## src/rtl/vc_link_tx_if.sv

```systemverilog
// vc_link_tx_if: link-stage bundle for vc_link_tx.
//   vc_req_i    per-VC flit request (fdata, valid; vc_id unused on input)
//   vc_last_i   per-VC tail marker, qualified by vc_req_i[i].valid
//   vc_resp_o   per-VC ready
//   fout_req_o  registered link flit (fdata, valid, vc_id)
//   fout_resp_i link ready from downstream
//   lock_o      packet lock held
//   lock_vc_o   locked VC index, 0 when unlocked
// Modports: master = flit sources / downstream sink side, slave = vc_link_tx.
interface vc_link_tx_if #(
    parameter int unsigned NumVc = 4,
    parameter int unsigned VcW   = 2,
    parameter int unsigned DataW = 8
);
    typedef struct packed {
        logic [DataW-1:0] fdata;
        logic             valid;
        logic [VcW-1:0]   vc_id;
    } s_flit_req_t;

    typedef struct packed {
        logic ready;
    } s_flit_resp_t;

    s_flit_req_t      vc_req_i  [NumVc];
    logic [NumVc-1:0] vc_last_i;
    s_flit_resp_t     vc_resp_o [NumVc];
    s_flit_req_t      fout_req_o;
    s_flit_resp_t     fout_resp_i;
    logic             lock_o;
    logic [VcW-1:0]   lock_vc_o;

    modport master (
        output vc_req_i, vc_last_i, fout_resp_i,
        input  vc_resp_o, fout_req_o, lock_o, lock_vc_o
    );

    modport slave (
        input  vc_req_i, vc_last_i, fout_resp_i,
        output vc_resp_o, fout_req_o, lock_o, lock_vc_o
    );
endinterface

```

## src/rtl/vc_link_tx.sv

```systemverilog
// vc_link_tx: transmit-side link stage of a router output port.
// Fixed-priority arbitration among NumVc flit sources into a single
// registered output stage; optional wormhole lock holds one VC for a
// whole packet.
// Ports:
//   clk   rising-edge clock
//   arst  asynchronous reset, active-low
//   link  vc_link_tx_if.slave (per-VC requests/readies, output flit, lock)
// Parameters:
//   NumVc     number of VC sources
//   VcW       vc_id width
//   DataW     flit payload width
//   PriorMode 0 = HighPriority (index 0 wins), 1 = ZeroLowPrior (highest index wins)
// Build option: define VC_LINK_TX_PKT_LOCK_EN to enable the packet lock FSM;
// without it arbitration is per flit, vc_last_i is ignored, lock outputs are 0.
module vc_link_tx #(
    parameter int unsigned NumVc     = 4,
    parameter int unsigned VcW       = 2,
    parameter int unsigned DataW     = 8,
    parameter int unsigned PriorMode = 0
) (
    input  logic         clk,
    input  logic         arst,
    vc_link_tx_if.slave  link
);
    localparam int unsigned ZeroLowPrior = 1;

    logic             locked;
    logic [VcW-1:0]   lock_vc;
    logic [NumVc-1:0] cand;
    logic             win_vld;
    logic [VcW-1:0]   win_idx;
    logic             free;
    logic             grant_ok;
    logic             xfer;

    // Stage can take a flit when empty or being drained this cycle.
    // Readies are forced low while reset is asserted.
    assign free     = !link.fout_req_o.valid || link.fout_resp_i.ready;
    assign grant_ok = free && arst;
    assign xfer     = win_vld && grant_ok;

    always_comb begin
        cand    = '0;
        win_vld = 1'b0;
        win_idx = '0;
        for (int unsigned i = 0; i < NumVc; i++) begin
            cand[i] = link.vc_req_i[i].valid && (!locked || lock_vc == VcW'(i));
        end
        // Ascending scan: ZeroLowPrior keeps overwriting (last hit wins),
        // otherwise the first hit sticks.
        for (int unsigned i = 0; i < NumVc; i++) begin
            if (cand[i] && (PriorMode == ZeroLowPrior || !win_vld)) begin
                win_vld = 1'b1;
                win_idx = VcW'(i);
            end
        end
    end

    always_comb begin
        for (int unsigned i = 0; i < NumVc; i++) begin
            link.vc_resp_o[i] = '0;
        end
        for (int unsigned i = 0; i < NumVc; i++) begin
            if (win_vld && win_idx == VcW'(i)) begin
                link.vc_resp_o[i].ready = grant_ok;
            end
        end
    end

    always_ff @(posedge clk or negedge arst) begin
        if (!arst) begin
            link.fout_req_o <= '0;
        end else if (xfer) begin
            link.fout_req_o.fdata <= link.vc_req_i[win_idx].fdata;
            link.fout_req_o.valid <= 1'b1;
            link.fout_req_o.vc_id <= win_idx;
        end else if (free) begin
            link.fout_req_o.valid <= 1'b0;
        end
    end

`ifdef VC_LINK_TX_PKT_LOCK_EN
    typedef enum logic {
        ST_IDLE,
        ST_LOCKED
    } lock_state_e;

    lock_state_e    state_q, state_d;
    logic [VcW-1:0] lock_vc_q, lock_vc_d;

    always_ff @(posedge clk or negedge arst) begin
        if (!arst) begin
            state_q   <= ST_IDLE;
            lock_vc_q <= '0;
        end else begin
            state_q   <= state_d;
            lock_vc_q <= lock_vc_d;
        end
    end

    // While locked the only possible winner is lock_vc_q, so win_idx
    // identifies the locked VC on any transfer.
    always_comb begin
        state_d   = state_q;
        lock_vc_d = lock_vc_q;
        case (state_q)
            ST_IDLE: begin
                if (xfer && !link.vc_last_i[win_idx]) begin
                    state_d   = ST_LOCKED;
                    lock_vc_d = win_idx;
                end
            end
            ST_LOCKED: begin
                if (xfer && link.vc_last_i[win_idx]) begin
                    state_d   = ST_IDLE;
                    lock_vc_d = '0;
                end
            end
            default: begin
                state_d   = ST_IDLE;
                lock_vc_d = '0;
            end
        endcase
    end

    assign locked         = (state_q == ST_LOCKED);
    assign lock_vc        = lock_vc_q;
    assign link.lock_o    = locked;
    assign link.lock_vc_o = lock_vc_q;
`else
    logic last_unused;

    assign last_unused    = ^link.vc_last_i;
    assign locked         = 1'b0;
    assign lock_vc        = '0;
    assign link.lock_o    = 1'b0;
    assign link.lock_vc_o = '0;
`endif

endmodule

```

## src/flat_wrapper.sv

```systemverilog
// flat-port wrapper written by rule: the top's interface ports become plain ports
module vc_link_tx_flat 
#(
    parameter int unsigned NumVc     = 4,
    parameter int unsigned VcW       = 2,
    parameter int unsigned DataW     = 8,
    parameter int unsigned PriorMode = 0
)
  (clk, arst, link_vc_req_i, link_vc_last_i, link_fout_resp_i, link_vc_resp_o, link_fout_req_o, link_lock_o, link_lock_vc_o);
  vc_link_tx_if #(.NumVc(NumVc), .VcW(VcW), .DataW(DataW)) link_i ();
  input  logic clk;
  input  logic arst;
  input wire logic [$bits(link_i.vc_req_i)-1:0] link_vc_req_i;
  input wire logic [$bits(link_i.vc_last_i)-1:0] link_vc_last_i;
  input wire logic [$bits(link_i.fout_resp_i)-1:0] link_fout_resp_i;
  output wire logic [$bits(link_i.vc_resp_o)-1:0] link_vc_resp_o;
  output wire logic [$bits(link_i.fout_req_o)-1:0] link_fout_req_o;
  output wire logic [$bits(link_i.lock_o)-1:0] link_lock_o;
  output wire logic [$bits(link_i.lock_vc_o)-1:0] link_lock_vc_o;
  assign link_i.vc_req_i = {>>{link_vc_req_i}};
  assign link_i.vc_last_i = link_vc_last_i;
  assign link_i.fout_resp_i = link_fout_resp_i;
  assign link_vc_resp_o = {>>{link_i.vc_resp_o}};
  assign link_fout_req_o = link_i.fout_req_o;
  assign link_lock_o = link_i.lock_o;
  assign link_lock_vc_o = link_i.lock_vc_o;
  vc_link_tx #(.NumVc(NumVc), .VcW(VcW), .DataW(DataW), .PriorMode(PriorMode)) u_core (.clk(clk), .arst(arst), .link(link_i));
endmodule
```

## config.mk

```make
export PLATFORM = sky130hd
export DESIGN_NAME = vc_link_tx_flat
export DESIGN_NICKNAME = d
export VERILOG_FILES = /design/src/rtl/vc_link_tx_if.sv /design/src/rtl/vc_link_tx.sv /design/src/flat_wrapper.sv
export SDC_FILE = /design/constraint.sdc
export NUM_CORES = 1
export LEC_CHECK = 0
export BUFFER_PORTS_ARGS = -buffer_cell sky130_fd_sc_hd__buf_2
export CORE_UTILIZATION = 38
export DETAILED_ROUTE_END_ITERATION = 10
export PLACE_DENSITY = 0.84
export SKIP_LAST_GASP = 1
export SYNTH_ARGS = -nofsm -noshare
export SYNTH_HDL_FRONTEND = slang
export SYNTH_SLANG_ARGS = --single-unit
```

## constraint.sdc

```tcl
create_clock -name clk -period 1.4 [get_ports clk]
set_input_delay 0.07 -clock clk [delete_from_list [all_inputs] [get_ports clk]]
set_output_delay 0.07 -clock clk [all_outputs]
set_load 0.05 [all_outputs]
```

Word-level counts from Yosys, hierarchy flattened. Cells that the tools add are included. W data, S select, Z words.

Flip-flop bits (word level): 11. Bits in latches: 0. Bits in writable memories: 0. Bits in read-only memories: 0. Input bits: 51. Output and inout bits: 18. Logic and storage cells: 40. Memories kept: 0.

Add/subtract/negate cells: 0. Multipliers: 0. Divide/modulo/power cells: 0. $lt $le $gt $ge: 1. Eq/ne operators: 3. Shifts and indexed selects: 0. Mux-type cells: 16. Bitwise logic cells: 1. Reduce and logical (&&, ||, !) cells: 16.

Operators with widths (count): $bmux W11 S2 (1); $mux W11 (2); $mux W1 (11); $logic_and A1 B1 Y1 (9); $eq A2 B2 Y1 const B (2); $logic_not A1 Y1 (4); $mux W2 (2); $ge A3 B3 Y1 const B (1); $not A2 Y3 (1); $eq A2 B1 Y1 const B (1); $logic_not A2 Y1 (1); $reduce_bool A2 Y1 (1); $logic_or A1 B1 Y1 (1).

Logic depth before layout (Yosys ltp). Gate-level depths: netlist of run 1.

Depth after elaboration: 14. Depth in mapped cells: 6. Depth with buffers taken out: 3.

Least setup slack after synthesis of run 1. OpenSTA, ideal clock, no wires.

Kind: register -> output. From: reg, netlist name u_core.link.fout_req_o[2]. To: out link_vc_resp_o[1]. Data arrival time: 2526 ps. Required time: 1330 ps. Slack: -1196 ps. Stages on the path, launching flop included: 4. Path buffers: 0. Cell sequence: dfrtp_1 > nand2b_1 > nand2_1 > nor4b_1.

Cells in the longest elaborated chain, start to end: 4.

RTL lines: $logic_not A1 Y1 (line vc_link_tx.sv:39) `assign free = !link.fout_req_o.valid || link.fout_resp_i.ready;`; $logic_or A1 B1 Y1 (line vc_link_tx.sv:39); $logic_and A1 B1 Y1 (line vc_link_tx.sv:40) `assign grant_ok = free && arst;`; $mux W1 (line vc_link_tx.sv:65) `if (win_vld && win_idx == VcW'(i)) begin`; end, declared (line flat_wrapper.sv:16) `output wire logic [$bits(link_i.vc_resp_o)-1:0] link_vc_resp_o;`.

No other way between the ends.

Worst setup path after layout of run 1.
From: reg, netlist name u_core.link.fout_req_o[2]. To: out link_vc_resp_o[1].

Cells in the longest elaborated chain, start to end: 4.

RTL lines (line): $logic_not A1 Y1 (vc_link_tx.sv:39); $logic_or A1 B1 Y1 (vc_link_tx.sv:39); $logic_and A1 B1 Y1 (vc_link_tx.sv:40); $mux W1 (vc_link_tx.sv:65).

No other way between the ends.

==> results of run 1 <==
Yosys cell counts (2+ instances only):
cell type | number | share of area (%)
sky130_fd_sc_hd__buf_4 | 3 | 2.6
sky130_fd_sc_hd__dfrtp_1 | 11 | 32
sky130_fd_sc_hd__nor3b_1 | 7 | 6.1
sky130_fd_sc_hd__o21ai_0 | 7 | 4.1
sky130_fd_sc_hd__and3_1 | 2 | 1.5
sky130_fd_sc_hd__and3b_1 | 7 | 7.1
sky130_fd_sc_hd__nand3b_1 | 2 | 1.7
sky130_fd_sc_hd__inv_1 | 2 | 0.87
sky130_fd_sc_hd__buf_6 | 3 | 3.9
sky130_fd_sc_hd__a21oi_1 | 2 | 1.2
sky130_fd_sc_hd__nand2b_1 | 2 | 1.5
sky130_fd_sc_hd__a222oi_1 | 7 | 8.2
sky130_fd_sc_hd__clkbuf_1 | 7 | 3.1
sky130_fd_sc_hd__a31oi_1 | 16 | 12
sky130_fd_sc_hd__nand2_1 | 2 | 0.87
sky130_fd_sc_hd__nor2_1 | 2 | 0.87
metrics by stage:
stage	util (%)	setup WS, ps	total power [mW]	instance area, sq um
3_5_place_dp	58.5	63.5	0.981	1190
3_3_place_gp	58.5	100	0.965	1190
2_1_floorplan	-	-65.4	0.819	910
6_report	62.3	0.112	1.22	1270
4_1_cts	61.3	-5.06	1.21	1250
5_1_grt	62.3	-56.0	1.28	1270
per-layer routing:
layer / track usage [%] / vias to the layer above / wire, um
met1: 29.3 / 477 / 1120
met3: 3.70 / 2 / 313
met5: 0 / - / 0
li1: - / 496 / -
met2: 37.6 / 71 / 1280
met4: 9.05 / 0 / 7
path summary, 6_finish.rpt:
kind                                                  startpoint                                      to  slack (ps)  depth (start not counted)
max reg2reg                u_core.link.fout_req_o[2]$_DFFE_PN0P_   u_core.link.fout_req_o[0]$_DFFE_PN0P_         170                          4
max                        u_core.link.fout_req_o[2]$_DFFE_PN0P_                       link_vc_resp_o[1]         0.1                          4
min                                            link_vc_req_i[32]  u_core.link.fout_req_o[10]$_DFFE_PN0P_         130                          3
max in group asynchronous                                   arst   u_core.link.fout_req_o[2]$_DFFE_PN0P_         450                          3
min in group asynchronous                                   arst   u_core.link.fout_req_o[1]$_DFFE_PN0P_         570                          3
min reg2reg                u_core.link.fout_req_o[1]$_DFFE_PN0P_   u_core.link.fout_req_o[1]$_DFFE_PN0P_         510                          1
timing repair:
action,4_1_cts,5_1_grt
endpoints found under the hold margin,11,0
hold buffers,1,0
gates resized for setup,4,2
endpoints found under the setup margin,2,3
setup buffers,1,2
pin swaps,1,0
area by class of cell:
class	count	area share, %
Sequential cell	11	21.7
Inverter	2	0.590
Clock inverter	1	0.393
Tap cell	27	2.65
Timing Repair Buffer	66	30.2
Multi-Input combinational cell	71	42.7
Clock buffer	3	1.77
logic make-up after synthesis:
group                  count (synthesis)
buffers and inverters                 15
DFF                                   11
AOI/OAI and AO/OA                     37
and+or+nand+nor                       31
other                                  1
power by group through the flow:
stage | clock [mW] | sequential, mW | combinational (mW)
floorplan | 0 | 0.607 | 0.212
global placement | 0 | 0.408 | 0.556
detailed placement | 0 | 0.414 | 0.567
CTS | 0.227 | 0.407 | 0.576
global route | 0.243 | 0.413 | 0.621
finish | 0.226 | 0.407 | 0.588
tightest hold or removal path, stage by stage:
cell and delay (ps):
sky130_fd_sc_hd__buf_2 80, sky130_fd_sc_hd__a222oi_1 60, sky130_fd_sc_hd__a31oi_1 160
==> results.md, run 1 <==
Placed design:
- The number of input and output port buffers inserted is 53.
- The weighted congestion at the end of routability-driven global placement is between 0.7 and 0.8.
- Including well taps, the total number of placed cells is ~170.
- After legalization and detailed placement, the total HPWL measured 1920 um.

STA:
- The tightest hold path in the finished design has a slack of roughly 130 ps.
- Setup total negative slack on the finished layout was measured at 0 ps.
- Headroom to the max-slew limit came out at between 50% and 60%.
- The final number of hold-violating endpoints is 0.
- The worst clock skew is between 5 and 6 ps.
- The number of setup violations in the final report is 0.
- At the pin with the least slew margin, the transition time is roughly 600 ps.
- The post-route fraction of the period consumed by the critical path is 100%.
- For this run, the top clock speed supported by timing is between 700 and 800 MHz.
- Setup repair after global routing could not meet its margin everywhere.
- The final number of max-transition violations is 0.
- The time the worst path needs with I/O delays and setup is approximately 1400 ps.

Yosys:
- The area share of and/or/nand/nor cells after synthesis is a little over a quarter.
- The share of synthesized registers carrying an async set or reset is 100%.
- After synthesis, the largest family of logic cells by area is compound AO/OA/AOI/OAI gates.
- The multiplexer fraction of the synthesized cell area is 0%.
- The synthesized netlist contains 29 unique library cells.
- The sequential cell area fraction in the yosys report is between 30% and 40%.
- The most instantiated flip-flop cell in the synthesis netlist is sky130_fd_sc_hd__dfrtp_1.
- Yosys printed 0 warnings.
- The synthesized-area fraction occupied by adder cells is 0%.
- Counting every instance in the synthesized netlist gives 95.
- After synthesis the netlist holds a flip-flop and latch count of 11.
- The number of flops mapped to enable cells by yosys is 0.
- Averaged over all synthesized cells, the footprint is 9.03 sq um.
- The post-synthesis instance area is 858 sq um.
- The xor-xnor portion of the synthesized cell area is 0%.
- The fraction of the mapped netlist area in compound gates is a little under a third.

Floorplanning:
- The floorplan step set the die height to a little under 50 um.
- The I/O pin count is 69.
- The die is 49.5 um wide.
- The area of the die is 2450 sq um.
- Row generation in the floorplan step produced 16 rows.
- The initial utilization of the core area, before any placement, comes to between 40% and 50%.
- After floorplanning, the core was sized to cover between 2000 and 2500 sq um.

Worst setup path:
- The data arrival time at the worst-slack endpoint is between 1000 and 1500 ps.
- The critical path goes through nand2b_4 > nand2_4 > nor4b_4 > buf_6.
- Counting both buffers and inverters, the worst setup path holds a total of 1.
- The delay contributed by the slowest stage of the critical path is 420 ps.
- The critical path is of the register to primary output type.
- At the worst endpoint, the required time is roughly 1300 ps.
- Among all stages on the critical path, the largest delay is contributed by sky130_fd_sc_hd__dfrtp_2.
- Along the worst path, the maximum fanout reaches 6.
- The worst setup path is captured at a primary output.
- The startpoint kind of the worst setup timing path is a register.
- In this design, the largest share of critical-path delay is due to simple AND/OR/NAND/NOR gates.

Detailed routing:
- The number of antenna-violating nets in the routed design is 0.
- The post-route DRC violation count is 0.
- The final routed wire length divided by cell count is roughly 15 um.
- After the first detailed-routing iteration, the DRC count stood at 42.
- The total routed wirelength is 2720 um.
- The mean number of vias per cell is around 5.8.
- The pre-antenna-repair detailed-routing pass consisted of 4 iterations.
- The via count is 1046.

Finish:
- The number of inserted diodes is 0.
- The register with the most flip-flops in the final layout is u_core.link.fout_req_o.
- The most common library cell in the layout ignoring fill and taps is sky130_fd_sc_hd__buf_2.
- The library cells used most frequently in the layout, excluding fill and tap cells, are 50 x sky130_fd_sc_hd__buf_2, 16 x sky130_fd_sc_hd__a31oi_1, 11 x sky130_fd_sc_hd__buf_4, 10 x sky130_fd_sc_hd__dfrtp_1.
- The largest registers in the layout are u_core.link.fout_req_o (11).
- The register with the most flip-flops in the layout has 11 of them.
- The area growth from synthesis to layout is 48.3%.
- Summing all multi-input logic gate instances after layout gives 543 sq um.
- The layout net count is about 210.
- The number of standard cells in the final layout excluding fillers is between 150 and 200.
- The layout has 187 filler cells.
- The register area is approximately 280 sq um.
- The post-route netlist has 51.3% of its cells at a drive strength greater than 1.

Global route:
- Across every metal layer, demand over resource in global routing totals 22.8%.
- Entering global routing, the biggest net connects 23 pins.
- The number of global-route vias before repair came to between 1000 and 1500.
- The first-pass GRT wire length is ~4300 um.
- The number of antenna violations at the first check in global routing was 0.
- Summed over all layers, the global routing overflow is 0.

Min path:
- The worst min-delay path category is input pin to register.

CTS:
- At the later pin of the worst-skew pair, clock insertion delay measures about 270 ps.
- CTS built an H-tree with a depth of 1.
- The clock-pin slew on the worst setup and hold paths is about 80 ps.
- The TritonCTS clock tree is done.
- The number of CTS-inserted buffers is 3.
- The buffer levels on the longest clock path is 2.
- The clock sink total is 11.
- The root buffer cell is sky130_fd_sc_hd__clkbuf_4.

Power and ir drop:
- The internal portion of the total power is around 0.67 mW.
- The peak supply drop is roughly 0.00043 V.
- The switching fraction of total power is about 45%.
- The share of total power dissipated in combinational logic is between 40% and 50%.
- In this run the power spent charging and discharging nets is ~0.55 mW.
- The clock network power share is between 10% and 20%.
- The power density normalized to cell area is between 900 and 1000 nW/um^2.
- In this run the static leakage power is 0.618 nW.
- The part of the total power dissipated in sequential elements is 33.3%.

Flow run:
- Max-cap violations in this run came to 0.

Outcome:
- The flow ran to the end, and the final reports show no timing, DRC or antenna violations.
Power figures use the tool's default switching activity.
==> run 2, diff against run 1 <==
Settings changed: ABC_AREA set to 1, CORE_UTILIZATION 38 to 39, PLACE_DENSITY 0.84 to 0.85, RECOVER_POWER set to 25.
==> results.md, run 2 <==
CTS:
- The clock insertion delay at the later pin of the skew report is 270 ps (about the same).
- The number of H-tree levels is 1 (unchanged).
- The number of CTS-inserted buffers came to 3 (unchanged).
- The buffer levels on the longest clock path is 2 (unchanged).
- The clock-pin slew on the worst setup and hold paths is 70 ps (about the same).
- The TritonCTS clock tree is done.
- The clock sink total came to 11 (unchanged).
- The root buffer cell is sky130_fd_sc_hd__clkbuf_4.

Worst setup path:
- The largest fanout on the critical path is 4 (-2).
- The worst endpoint required time was 1330 ps (about the same).
- The data arrival time at the worst-slack endpoint was 1250 ps (-80 ps).
- The worst setup path is launched from a register.
- The critical path goes through a21oi_4 > inv_4 > nor4_4 > buf_6.
- The slowest stage of the critical path is the sky130_fd_sc_hd__dfrtp_2 cell.
- The reg2reg setup slack is 130 ps (-40 ps).
- The capturing element type of the critical path is a primary output.
- The critical path is of the register to primary output type.
- The delay contributed by the slowest stage of the critical path is 430 ps (about the same).

Yosys:
- The count of different cell masters after synthesis was 18 (-38%).
- The post-synthesis cell count was 144 (+52%).
- After synthesis, the most frequently instantiated cells are 40 x sky130_fd_sc_hd__nand2_1, 30 x sky130_fd_sc_hd__inv_1, 18 x sky130_fd_sc_hd__nand3_1.
- The mean cell area of the mapped netlist is 6.10 sq um (-32%).
- The share of synthesized registers carrying an async set or reset was 100% (unchanged).
- The count of yosys warnings during synthesis is 0 (unchanged).
- The number of flops mapped to enable cells by yosys came to 0 (unchanged).
- In the post-synthesis netlist, the cell with the most instances is sky130_fd_sc_hd__nand2_1.
- Sorting the synthesized cells by area gives the leading types as sky130_fd_sc_hd__dfrtp_1 31%, sky130_fd_sc_hd__nand2_1 17%, sky130_fd_sc_hd__inv_1 13%.
- The area share of the largest cell type after synthesis is 31.3% (-0.73 points).
- The sequential cell area fraction in the yosys report is 31.3% (-0.73 points).
- The largest area contributor in the netlist is sky130_fd_sc_hd__dfrtp_1.
- The post-synthesis instance area is 878 sq um (+2.3%).
- The number of register bits inferred by synthesis is 11 (unchanged).
- The most instantiated flip-flop cell in the synthesis netlist is sky130_fd_sc_hd__dfrtp_1.

STA:
- The time the worst path needs with I/O delays and setup was 1320 ps (-75.3 ps).
- The highest clock frequency the design can meet was 755 MHz (+5.7%).
- The worst hold slack came to 73.4 ps (-51.6 ps).
- The worst clock skew is 3.36 ps (-1.77 ps).
- The final worst setup slack came to 75.4 ps (+75.3 ps).
- The slew at the pin closest to its max-slew limit is 568 ps (-33.2 ps).
- The final number of max-transition violations was 0 (unchanged).
- The number of setup violations in the final report is 0 (unchanged).
- The post-route fraction of the period consumed by the critical path is 94.6% (-5.4 points).
- The final number of hold-violating endpoints came to 0 (unchanged).
- Setup repair after global routing could not meet its margin everywhere.
- The worst max-slew margin expressed relative to the limit is 62.1% (+2.3 points).

Finish:
- The number of flip-flops under the largest register name is 11 (unchanged).
- The most common library cell in the layout ignoring fill and taps is sky130_fd_sc_hd__buf_2.
- The area of all placed cells without fillers came to 1270 sq um (about the same).
- The multi-input combinational cell area was 472 sq um (-13%).
- The number of inserted diodes is 0 (unchanged).
- In the layout the commonest cells are 51 x sky130_fd_sc_hd__buf_2, 40 x sky130_fd_sc_hd__nand2_1, 29 x sky130_fd_sc_hd__inv_1, 18 x sky130_fd_sc_hd__nand3_1, 10 x sky130_fd_sc_hd__dfrtp_1.
- The register area is 277 sq um (unchanged).
- The share of final-layout standard cells stronger than drive strength 1 is 37.3% (-14 points).
- The area growth from synthesis to final layout is 44.7%.
- The filler cell count in the final layout is 210 (+12%).
- In the final layout, the registers with the most flip-flops are u_core.link.fout_req_o (11).
- The layout net count is 256 (+24%).
- The register with the most flip-flops in the final layout is u_core.link.fout_req_o.

Floorplanning:
- The overall die height is 49.5 um (-0.14%).
- The area of the die is 2450 sq um (-0.28%).
- The area of the core came to 2040 sq um (unchanged).
- The total number of placement rows is 16 (unchanged).
- The initial core utilization is 43.0% (+0.98 points).
- The die outline width is 49.5 um (-0.14%).
- The I/O pin count is 69 (unchanged).

Global route:
- The number of global-route vias before repair is 883 (-12%).
- The first-pass GRT wire length came to 3640 um (-16%).
- The overflow left after global routing is 0 (unchanged).
- The pin count of the biggest net entering global routing was 21 (-8.7%).
- The number of antenna violations at the first check in global routing is 0 (unchanged).
- The total global routing track utilization was 19.6% (-3.1 points).

Power and ir drop:
- The clock network power share came to 18.1% (-0.4 points).
- The switching component of the power is 0.558 mW (+1.4%).
- The cell leakage power came to 0.775 nW (+25%).
- The combinational share of power came to 48.3% (about the same).
- The part of the total power dissipated in sequential elements is 33.6% (+0.3 points).
- The peak supply drop came to 0.000468 V (+9.1%).
- The cell-internal power came to 0.646 mW (-3.8%).
- The switching fraction of total power is 46.3% (+1.3 points).
- The power density normalized to cell area is 947 nW/um^2 (-1.4%).

Detailed routing:
- The DRC marker count from the first detailed-route iteration is 11 (-74%).
- The number of antenna-violating nets in the routed design is 0 (unchanged).
- The via count is 1056 (+0.96%).
- The number of search-and-repair iterations in the first detailed-routing pass is 4 (unchanged).
- The total routed wirelength is 2370 um (-13%).
- The post-route DRC violation count is 0 (unchanged).
- The final routed wire length divided by cell count is 10.3 um (-32%).
- The mean number of vias per cell was 4.57 (-21%).

Flow run:
- The max-capacitance violation count is 0 (unchanged).

Placed design:
- The number of input and output port buffers inserted came to 53 (unchanged).
- The worst setup slack before clock tree synthesis was 109 ps (+46.0 ps).
- The placed wire-length estimate after detailed placement came to 1740 um (-9.3%).
- The weighted congestion at the end of routability-driven global placement is 0.820 (+4.0%).
- The instance area at placement is 1190 sq um (unchanged).

Outcome:
- The flow ran to the end, and the final reports show no timing, DRC or antenna violations.

Min path:
- The tightest min-delay check is of the input pin to register type.
[run 2: changes by cell type after synthesis, moves of 3 or more]
cell / previous run / this run
sky130_fd_sc_hd__nand3_1: 1 / 18
sky130_fd_sc_hd__and3b_1: 7 / 0
sky130_fd_sc_hd__buf_2: 0 / 3
sky130_fd_sc_hd__inv_1: 2 / 30
sky130_fd_sc_hd__a222oi_1: 7 / 0
sky130_fd_sc_hd__a31oi_1: 16 / 1
sky130_fd_sc_hd__nor2_1: 2 / 9
sky130_fd_sc_hd__nand2_1: 2 / 40
sky130_fd_sc_hd__nand3b_1: 2 / 5
sky130_fd_sc_hd__clkbuf_1: 7 / 0
sky130_fd_sc_hd__nor3b_1: 7 / 0
sky130_fd_sc_hd__a21oi_1: 2 / 6
[run 2: worst max-delay path, delay by kind of cell (launching register included)]
kind	cells	cell delay, ps
buffers and inverters	2	260
AND/OR/NAND/NOR	1	140
AO/OA/AOI/OAI	1	160
flip-flops	1	430
[run 2: through the flow]
step                setup TNS, ps  power, mW  utilization (%)  instances
floorplan                   -74.7      0.817                -        146
global placement                0      0.961             58.5        223
detailed placement              0      0.969             58.5        223
CTS                         -3.20       1.20             61.7        230
global route                -7.20       1.28             62.3        231
finish                          0       1.20             62.3        231
[run 2: cell families (layout without fill, tap and decap cells)]
| family | Yosys count | in the layout | share of synthesized area (%) |
|---|---|---|---|
| and+or+nand+nor | 76 | 76 | 38.3 |
| DFF | 11 | 11 | 31.3 |
| buffers and inverters | 39 | 97 | 19.7 |
| other | 1 | 3 | 0.427 |
| AOI/OAI and AO/OA | 17 | 17 | 10.3 |
[run 2: cell type report]
type / count / share of cell area [%]
inverter: 31 / 9.74
clock inverter: 1 / 0.394
multi-input combinational: 96 / 37.1
timing repair buffer: 61 / 26.2
timing repair inverter: 1 / 0.394
sequential: 11 / 21.8
clock buffer: 3 / 1.77
tap: 27 / 2.66
[run 2: path summary, 6_finish.rpt]
path	start	end	cells after the start
worst min-delay path	link_fout_resp_i	u_core.link.fout_req_o[2]$_DFFE_PN0P_	4
worst min register to register	u_core.link.fout_req_o[1]$_DFFE_PN0P_	u_core.link.fout_req_o[1]$_DFFE_PN0P_	2
max in group asynchronous	arst	u_core.link.fout_req_o[2]$_DFFE_PN0P_	3
min in group asynchronous	arst	u_core.link.fout_req_o[1]$_DFFE_PN0P_	3
worst max-delay path	u_core.link.fout_req_o[2]$_DFFE_PN0P_	link_vc_resp_o[1]	4
worst max register to register	u_core.link.fout_req_o[2]$_DFFE_PN0P_	u_core.link.fout_req_o[10]$_DFFE_PN0P_	7
[run 2: repair_timing]
item / CTS / global route
pin swaps: 2 / 1
hold endpoints to repair: 11 / 0
gates cloned: 0 / 1
resized for setup: 3 / 6
setup buffers: 2 / 0
hold buffers: 1 / 0
endpoints found under the setup margin: 1 / 9
[run 2: power by group through the flow]
stage | Sequential (mW) | Combinational (mW) | Clock [mW]
5_1_grt | 0.410 | 0.626 | 0.243
2_1_floorplan | 0.609 | 0.208 | 0
6_report | 0.405 | 0.581 | 0.218
3_5_place_dp | 0.410 | 0.559 | 0
4_1_cts | 0.404 | 0.575 | 0.222
3_3_place_gp | 0.410 | 0.551 | 0
[run 2: layer usage]
layer	up-vias	track usage [%]	part of all wire, %
met1	465	24.8	44
li1	553	-	-
met4	0	9.52	1.8
met3	4	3.09	6.0
met2	34	32.4	48
met5	-	0	0
